[src/rtl/cnn_pool_stage_if.sv]
// Handshake bundle between the pooling stage (slave) and its environment (master).
interface cnn_pool_stage_if;
    logic        valid_i;
    logic        ready_o;
    logic [31:0] data_i;
    logic        valid_o;
    logic        ready_i;
    logic [31:0] data_o;
    logic        done_o;
    logic        start_i;

    modport master (
        output valid_i, data_i, ready_i, start_i,
        input  ready_o, valid_o, data_o, done_o
    );

    modport slave (
        input  valid_i, data_i, ready_i, start_i,
        output ready_o, valid_o, data_o, done_o
    );
endinterface

[src/rtl/cnn_pool_stage.sv]
// Streaming 2x2 stride-2 fp32 max-pool with a single valid/ready output register.
// Optional ReLU on the pooled result is enabled by defining CNN_POOL_RELU_EN.
module cnn_pool_stage #(
    parameter int M_p = 4,
    parameter int R_p = 16,
    parameter int C_p = 16
) (
    input  logic            clk_i,
    input  logic            reset_i,
    cnn_pool_stage_if.slave bus
);
    localparam int C_W  = (C_p > 1) ? $clog2(C_p) : 1;
    localparam int R_W  = (R_p > 1) ? $clog2(R_p) : 1;
    localparam int M_W  = (M_p > 1) ? $clog2(M_p) : 1;
    localparam int LB_D = C_p / 2;
    localparam int LB_W = (LB_D > 1) ? $clog2(LB_D) : 1;

    typedef enum logic [1:0] {eRUN, eDRAIN, eDONE} state_t;

    state_t          r_state;
    state_t          w_nextState;
    logic [C_W-1:0]  r_col;
    logic [R_W-1:0]  r_row;
    logic [M_W-1:0]  r_map;
    logic [31:0]     r_pair;
    logic [31:0]     r_lb [LB_D];
    logic            r_valid;
    logic [31:0]     r_data;

    logic            w_ready;
    logic            w_done;
    logic            w_accept;
    logic            w_load;
    logic            w_lbWrite;
    logic            w_colLast;
    logic            w_rowLast;
    logic            w_mapLast;
    logic            w_lastWord;
    logic            w_restart;
    logic [LB_W-1:0] w_lbIdx;
    logic [31:0]     w_pairMax;
    logic [31:0]     w_poolMax;
    logic [31:0]     w_result;

    // Bit-pattern max; the first operand wins ties so the earlier word is kept.
    function automatic logic [31:0] fpMax(input logic [31:0] a, input logic [31:0] b);
        if (a[31] != b[31])
            return a[31] ? b : a;
        else if (!a[31])
            return (b[30:0] > a[30:0]) ? b : a;
        else
            return (b[30:0] < a[30:0]) ? b : a;
    endfunction

    assign w_accept   = bus.valid_i && w_ready;
    assign w_colLast  = (r_col == C_W'(C_p - 1));
    assign w_rowLast  = (r_row == R_W'(R_p - 1));
    assign w_mapLast  = (r_map == M_W'(M_p - 1));
    assign w_lastWord = w_colLast && w_rowLast && w_mapLast;
    assign w_restart  = (r_state == eDONE) && bus.start_i;
    assign w_lbIdx    = LB_W'(r_col >> 1);
    assign w_pairMax  = fpMax(r_pair, bus.data_i);
    assign w_poolMax  = fpMax(r_lb[w_lbIdx], w_pairMax);
    assign w_lbWrite  = w_accept && !r_row[0] && r_col[0];
    assign w_load     = w_accept && r_row[0] && r_col[0];

`ifdef CNN_POOL_RELU_EN
    assign w_result = w_poolMax[31] ? 32'h0000_0000 : w_poolMax;
`else
    assign w_result = w_poolMax;
`endif

    always_ff @(posedge clk_i) begin
        if (reset_i)
            r_state <= eRUN;
        else
            r_state <= w_nextState;
    end

    always_comb begin
        w_nextState = r_state;
        unique case (r_state)
            eRUN:    if (w_accept && w_lastWord) w_nextState = eDRAIN;
            eDRAIN:  if (!r_valid || bus.ready_i) w_nextState = eDONE;
            eDONE:   if (bus.start_i) w_nextState = eRUN;
            default: w_nextState = eRUN;
        endcase
    end

    always_comb begin
        w_ready = (r_state == eRUN) && (!r_valid || bus.ready_i);
        w_done  = (r_state == eDONE);
    end

    // Raster counters: column fastest, then row, then map.
    always_ff @(posedge clk_i) begin
        if (reset_i || w_restart) begin
            r_col <= '0;
            r_row <= '0;
            r_map <= '0;
        end else if (w_accept) begin
            if (w_colLast) begin
                r_col <= '0;
                if (w_rowLast) begin
                    r_row <= '0;
                    r_map <= w_mapLast ? '0 : r_map + M_W'(1);
                end else begin
                    r_row <= r_row + R_W'(1);
                end
            end else begin
                r_col <= r_col + C_W'(1);
            end
        end
    end

    always_ff @(posedge clk_i) begin
        if (reset_i)
            r_pair <= '0;
        else if (w_accept && !r_col[0])
            r_pair <= bus.data_i;
    end

    // Even rows fill the line buffer and odd rows only read it, so the two never collide.
    always_ff @(posedge clk_i) begin
        if (w_lbWrite)
            r_lb[w_lbIdx] <= w_pairMax;
    end

    always_ff @(posedge clk_i) begin
        if (reset_i) begin
            r_valid <= 1'b0;
            r_data  <= '0;
        end else if (w_load) begin
            r_valid <= 1'b1;
            r_data  <= w_result;
        end else if (bus.ready_i) begin
            r_valid <= 1'b0;
        end
    end

    assign bus.ready_o = w_ready;
    assign bus.valid_o = r_valid;
    assign bus.data_o  = r_data;
    assign bus.done_o  = w_done;
endmodule

[src/flat_wrapper.sv]
// flat-port wrapper written by rule: the top's interface ports become plain ports
module cnn_pool_stage_flat 
#(
    parameter int M_p = 4,
    parameter int R_p = 16,
    parameter int C_p = 16
)
  (clk_i, reset_i, bus_valid_i, bus_data_i, bus_ready_i, bus_start_i, bus_ready_o, bus_valid_o, bus_data_o, bus_done_o);
  cnn_pool_stage_if bus_i ();
  input  logic clk_i;
  input  logic reset_i;
  input wire logic [$bits(bus_i.valid_i)-1:0] bus_valid_i;
  input wire logic [$bits(bus_i.data_i)-1:0] bus_data_i;
  input wire logic [$bits(bus_i.ready_i)-1:0] bus_ready_i;
  input wire logic [$bits(bus_i.start_i)-1:0] bus_start_i;
  output wire logic [$bits(bus_i.ready_o)-1:0] bus_ready_o;
  output wire logic [$bits(bus_i.valid_o)-1:0] bus_valid_o;
  output wire logic [$bits(bus_i.data_o)-1:0] bus_data_o;
  output wire logic [$bits(bus_i.done_o)-1:0] bus_done_o;
  assign bus_i.valid_i = bus_valid_i;
  assign bus_i.data_i = bus_data_i;
  assign bus_i.ready_i = bus_ready_i;
  assign bus_i.start_i = bus_start_i;
  assign bus_ready_o = bus_i.ready_o;
  assign bus_valid_o = bus_i.valid_o;
  assign bus_data_o = bus_i.data_o;
  assign bus_done_o = bus_i.done_o;
  cnn_pool_stage #(.M_p(M_p), .R_p(R_p), .C_p(C_p)) u_core (.clk_i(clk_i), .reset_i(reset_i), .bus(bus_i));
endmodule
[config.mk]
export PLATFORM = sky130hd
export DESIGN_NAME = cnn_pool_stage_flat
export DESIGN_NICKNAME = d
export VERILOG_FILES = /design/src/rtl/cnn_pool_stage_if.sv /design/src/rtl/cnn_pool_stage.sv /design/src/flat_wrapper.sv
export SDC_FILE = /design/constraint.sdc
export NUM_CORES = 1
export LEC_CHECK = 0
export ABC_AREA = 1
export CAP_MARGIN = 25
export CORE_UTILIZATION = 62
export CTS_CLUSTER_DIAMETER = 120
export DETAILED_ROUTE_END_ITERATION = 16
export GPL_ROUTABILITY_DRIVEN = 0
export PLACE_DENSITY_LB_ADDON = 0.05
export SETUP_SLACK_MARGIN = 0.2
export SKIP_LAST_GASP = 1
export SLEW_MARGIN = 20
export SYNTH_ARGS = -nofsm -noshare
export SYNTH_HDL_FRONTEND = slang
export SYNTH_SLANG_ARGS = --single-unit
[constraint.sdc]
create_clock -name clk_i -period 5.1 [get_ports clk_i]
set_input_delay 0.51 -clock clk_i [delete_from_list [all_inputs] [get_ports clk_i]]
set_output_delay 0.51 -clock clk_i [all_outputs]
set_load 0.02 [all_outputs]
==> results.md <==
* Minimum clock period at 4.59 ns
* CP arrival at 4.97 ns
* Overflow left after global routing at 0
* FF/Latch Area at 9300 um2
* Number of synthesized register bits at 336
* Critical path startpoint: bus_data_i[22]
* CTS Buf Count at 36
* Share of layout cells above drive strength 1 at 0.0761
* Die H at ~170 um
* CTS sink cnt at 336
* Tightest Pin Transition at 0.937 ns
* Worst Setup EP: u_core.bus.data_o[30]$_SDFFE_PP0P_
* Fin. max-slew vios at 0
* Sum Neg Setup Slack at 0 ns
* Final WL at 45.7 mm
* Static leakage at ~8 nW
* Largest area contributor in the netlist: edfxtp_1
* Slowest-stage cell, CP: clkdlybuf4s50_1
* H-Tree Depth at 2
* RSZ-0062 raised after global routing: no
* Pwr Total at 7.58 mW
* Critical Path Source Type: input port
* Rel. slew slack at 0.369
* Vias at roughly 15000
* Clk_lat worst skew at 0.53 ns
* Fmax at 218 MHz
* Main area contributors after synthesis: edfxtp_1 43%, nand2_1 9.2%, dfxtp_1 9.0%, a21oi_1 5.4%, nand3_1 5.4%
* Hold_buf cts at 0
* CP endpoint kind: flip-flop
* Power Dens Cells at between 300 and 400 nW/um2
* Synth warnings at 0
* Top cell by count, worst path: nand2_1
* HP Class: flip-flop to flip-flop
* Via density per instance at 5.98
* R2R Path Start: u_core.r_pair[22]$_SDFFE_PP0P_
* Library cells used by synthesis at 43
* Crit Reg-Reg Endpoint: u_core.bus.data_o[30]$_SDFFE_PP0P_
* Status: complete, no violations
* Clock root buffer: clkbuf_16
* Clk pin slew, worst setup/hold paths at 0.06 ns
* Syn Area/Cell at 8.70 um2
* Detailed Routing Iterations Pass 1 at 6
* Core area at 28000 um2
* Worst reg2reg setup slack at 0.55 ns
* Critical path's top delay family: simple AND/OR/NAND/NOR gates
* Worst path depth at 30
* Syn Inst Count at 2049
* FF-to-FF path depth at 30
* Number of antenna repair diodes at 0
* Syn Nets at around 2200
* Vias in the first global route at 13100
* Synth Cell Area at 17800 um2
* # setup viols final at 0
* Multi-input gate area at 7440 um2
* Buf+Inv Stages, Crit Path at 7
* CTS tree: built
* Filler cells at 2081
* Total Routing Usage GR at 0.310
* Antenna violations before repair at 0
* Skew final at 0.0164 ns
* Die area at 29400 um2
* # DRC at 0
* Port Buffers at 71
* Maximum fanout along the worst path at 32
* Peak supply drop at 284 uV
* Initial Utilization at 0.636
* Crit path largest cell delay at between 0.4 and 0.5 ns
* Wire per inst at 18.3 um
* CTS Buffer Depth at 3
* Initial drt markers at 1566
* MaxCap Viol Count at 0
* Post-DP HPWL at 28.5 mm
* Largest net degree at the start of global routing at 96
* Area added between synthesis and finish at 14.0%
* Io pins at 72
* Seq/Total Area, Yosys at 0.521
* Row cnt at 61
* Part of the cycle the worst path needs at 0.900
* Final Hold Fails at 0
* First-pass GRT wire length at 70.3 mm
* Kind of critical path: input port to flip-flop
* Req. time, crit path at 5.48 ns
* Synth top area share at 0.431
* Die W at roughly 170 um
* Final ANT Viol Nets at 0
* Final nets at 2194
## Yosys cell counts, drive strengths merged
library cell	count
nor4b	1
nor2	223
ha	67
buf	55
clkbuf	74
a2111oi	1
o21ai	173
nand2	443
edfxtp	256
a21o	2
a21boi	1
o221ai	30
dfxtp	80
a31oi	2
nand4	4
clkinv	1
inv	162
a21oi	194
o21bai	1
nand3	194
o32ai	34
nand3b	1
mux2i	30
a211oi	2
nor3	15
nor4	3
## cell usage in the layout (no fill, tap or decap), types with 6 or more instances in the layout
cell type,n
a21oi_1,193
o32ai_1,34
mux2i_1,30
clkbuf_16,36
nor3_2,6
nor2_1,214
o21ai_0,154
dfxtp_1,76
nand3_1,193
inv_2,13
buf_12,8
clkdlybuf4s50_1,71
nor3_1,8
buf_4,50
bufinv_16,6
nand2_1,436
ha_1,67
inv_1,149
o21ai_1,18
edfxtp_1,256
clkbuf_1,9
nor2_4,6
o221ai_1,30
## final cells by class
| class | instances | share of cell area |
|---|---|---|
| Clock buffer | 47 | 0.0474 |
| Clock inverter | 17 | 0.0127 |
| Inverter | 163 | 0.0301 |
| Multi-Input combinational cell | 1422 | 0.366 |
| Sequential cell | 336 | 0.458 |
| Tap cell | 378 | 0.0233 |
| Timing Repair Buffer | 131 | 0.0625 |
## flip-flops by register name, indices dropped and copies added (netlist names), named ones only
register            count
u_core.bus.data_o      32
u_core.r_state          2
u_core.r_col            4
u_core.r_lb           256
u_core.r_row            4
u_core.r_pair          32
u_core.bus.valid_o      1
u_core.r_map            2
## cells by family (layout without fill, tap and decap cells)
| family | after synthesis | count (layout) | synth area share |
|---|---|---|---|
| fa+ha+maj | 67 | 67 | 0.0470 |
| buf+inv | 292 | 358 | 0.0674 |
| simple gates | 884 | 885 | 0.208 |
| compound gates | 440 | 440 | 0.139 |
| flops | 336 | 336 | 0.521 |
| mux | 30 | 30 | 0.0169 |
## metrics by stage
stage | worst slack, ns | util | hold slack (ns) | cell area [um2] | cells
after floorplan | 0.839 | - | 0.427 | 17800 | 2049
after global placement | -0.0923 | 0.679 | 0.454 | 19000 | 2426
after detailed placement | -0.141 | 0.679 | 0.452 | 19000 | 2426
after CTS | 0.390 | 0.722 | 0.465 | 20200 | 2490
after global routing | 0.0861 | 0.725 | 0.481 | 20300 | 2494
final | 0.510 | 0.725 | 0.465 | 20300 | 2494
## power by group
part	internal, mW	switching (mW)
clock network	1.64	1.08
logic	0.559	1.17
registers	3.10	0.0273
## tightest hold or removal path: stages, from the launching register on
cell and delay, ns:
dfxtp_1 0.31, nand2_1 0.06, a21oi_1 0.05
## repair_timing
action / in CTS / in global routing
resized for setup: 0 / 17
endpoints found under the setup margin: 0 / 32
setup buffers: 0 / 3
## worst min-delay path by stage
stage                                             from                                 end  cells past startpoint
floorplan                 u_core.r_row[3]$_SDFFE_PP0P_        u_core.r_row[0]$_SDFFE_PP0P_                      1
global placement    u_core.bus.data_o[25]$_SDFFE_PP0P_  u_core.bus.data_o[25]$_SDFFE_PP0P_                      2
detailed placement        u_core.r_row[3]$_SDFFE_PP0P_        u_core.r_row[0]$_SDFFE_PP0P_                      1
CTS                 u_core.bus.data_o[10]$_SDFFE_PP0P_  u_core.bus.data_o[10]$_SDFFE_PP0P_                      2
global route        u_core.bus.data_o[25]$_SDFFE_PP0P_  u_core.bus.data_o[25]$_SDFFE_PP0P_                      2
finish              u_core.bus.data_o[10]$_SDFFE_PP0P_  u_core.bus.data_o[10]$_SDFFE_PP0P_                      2
## layer usage
layer	vias to the layer above	routed length, um	share of wire	GRT usage
li1	7153	-	-	-
met1	6961	19600	0.43	0.450
met2	741	20700	0.45	0.481
met3	70	4420	0.097	0.0511
met4	0	931	0.020	0.0905
met5	-	0	0	0
Note: power is estimated with default switching activity, not from simulation.
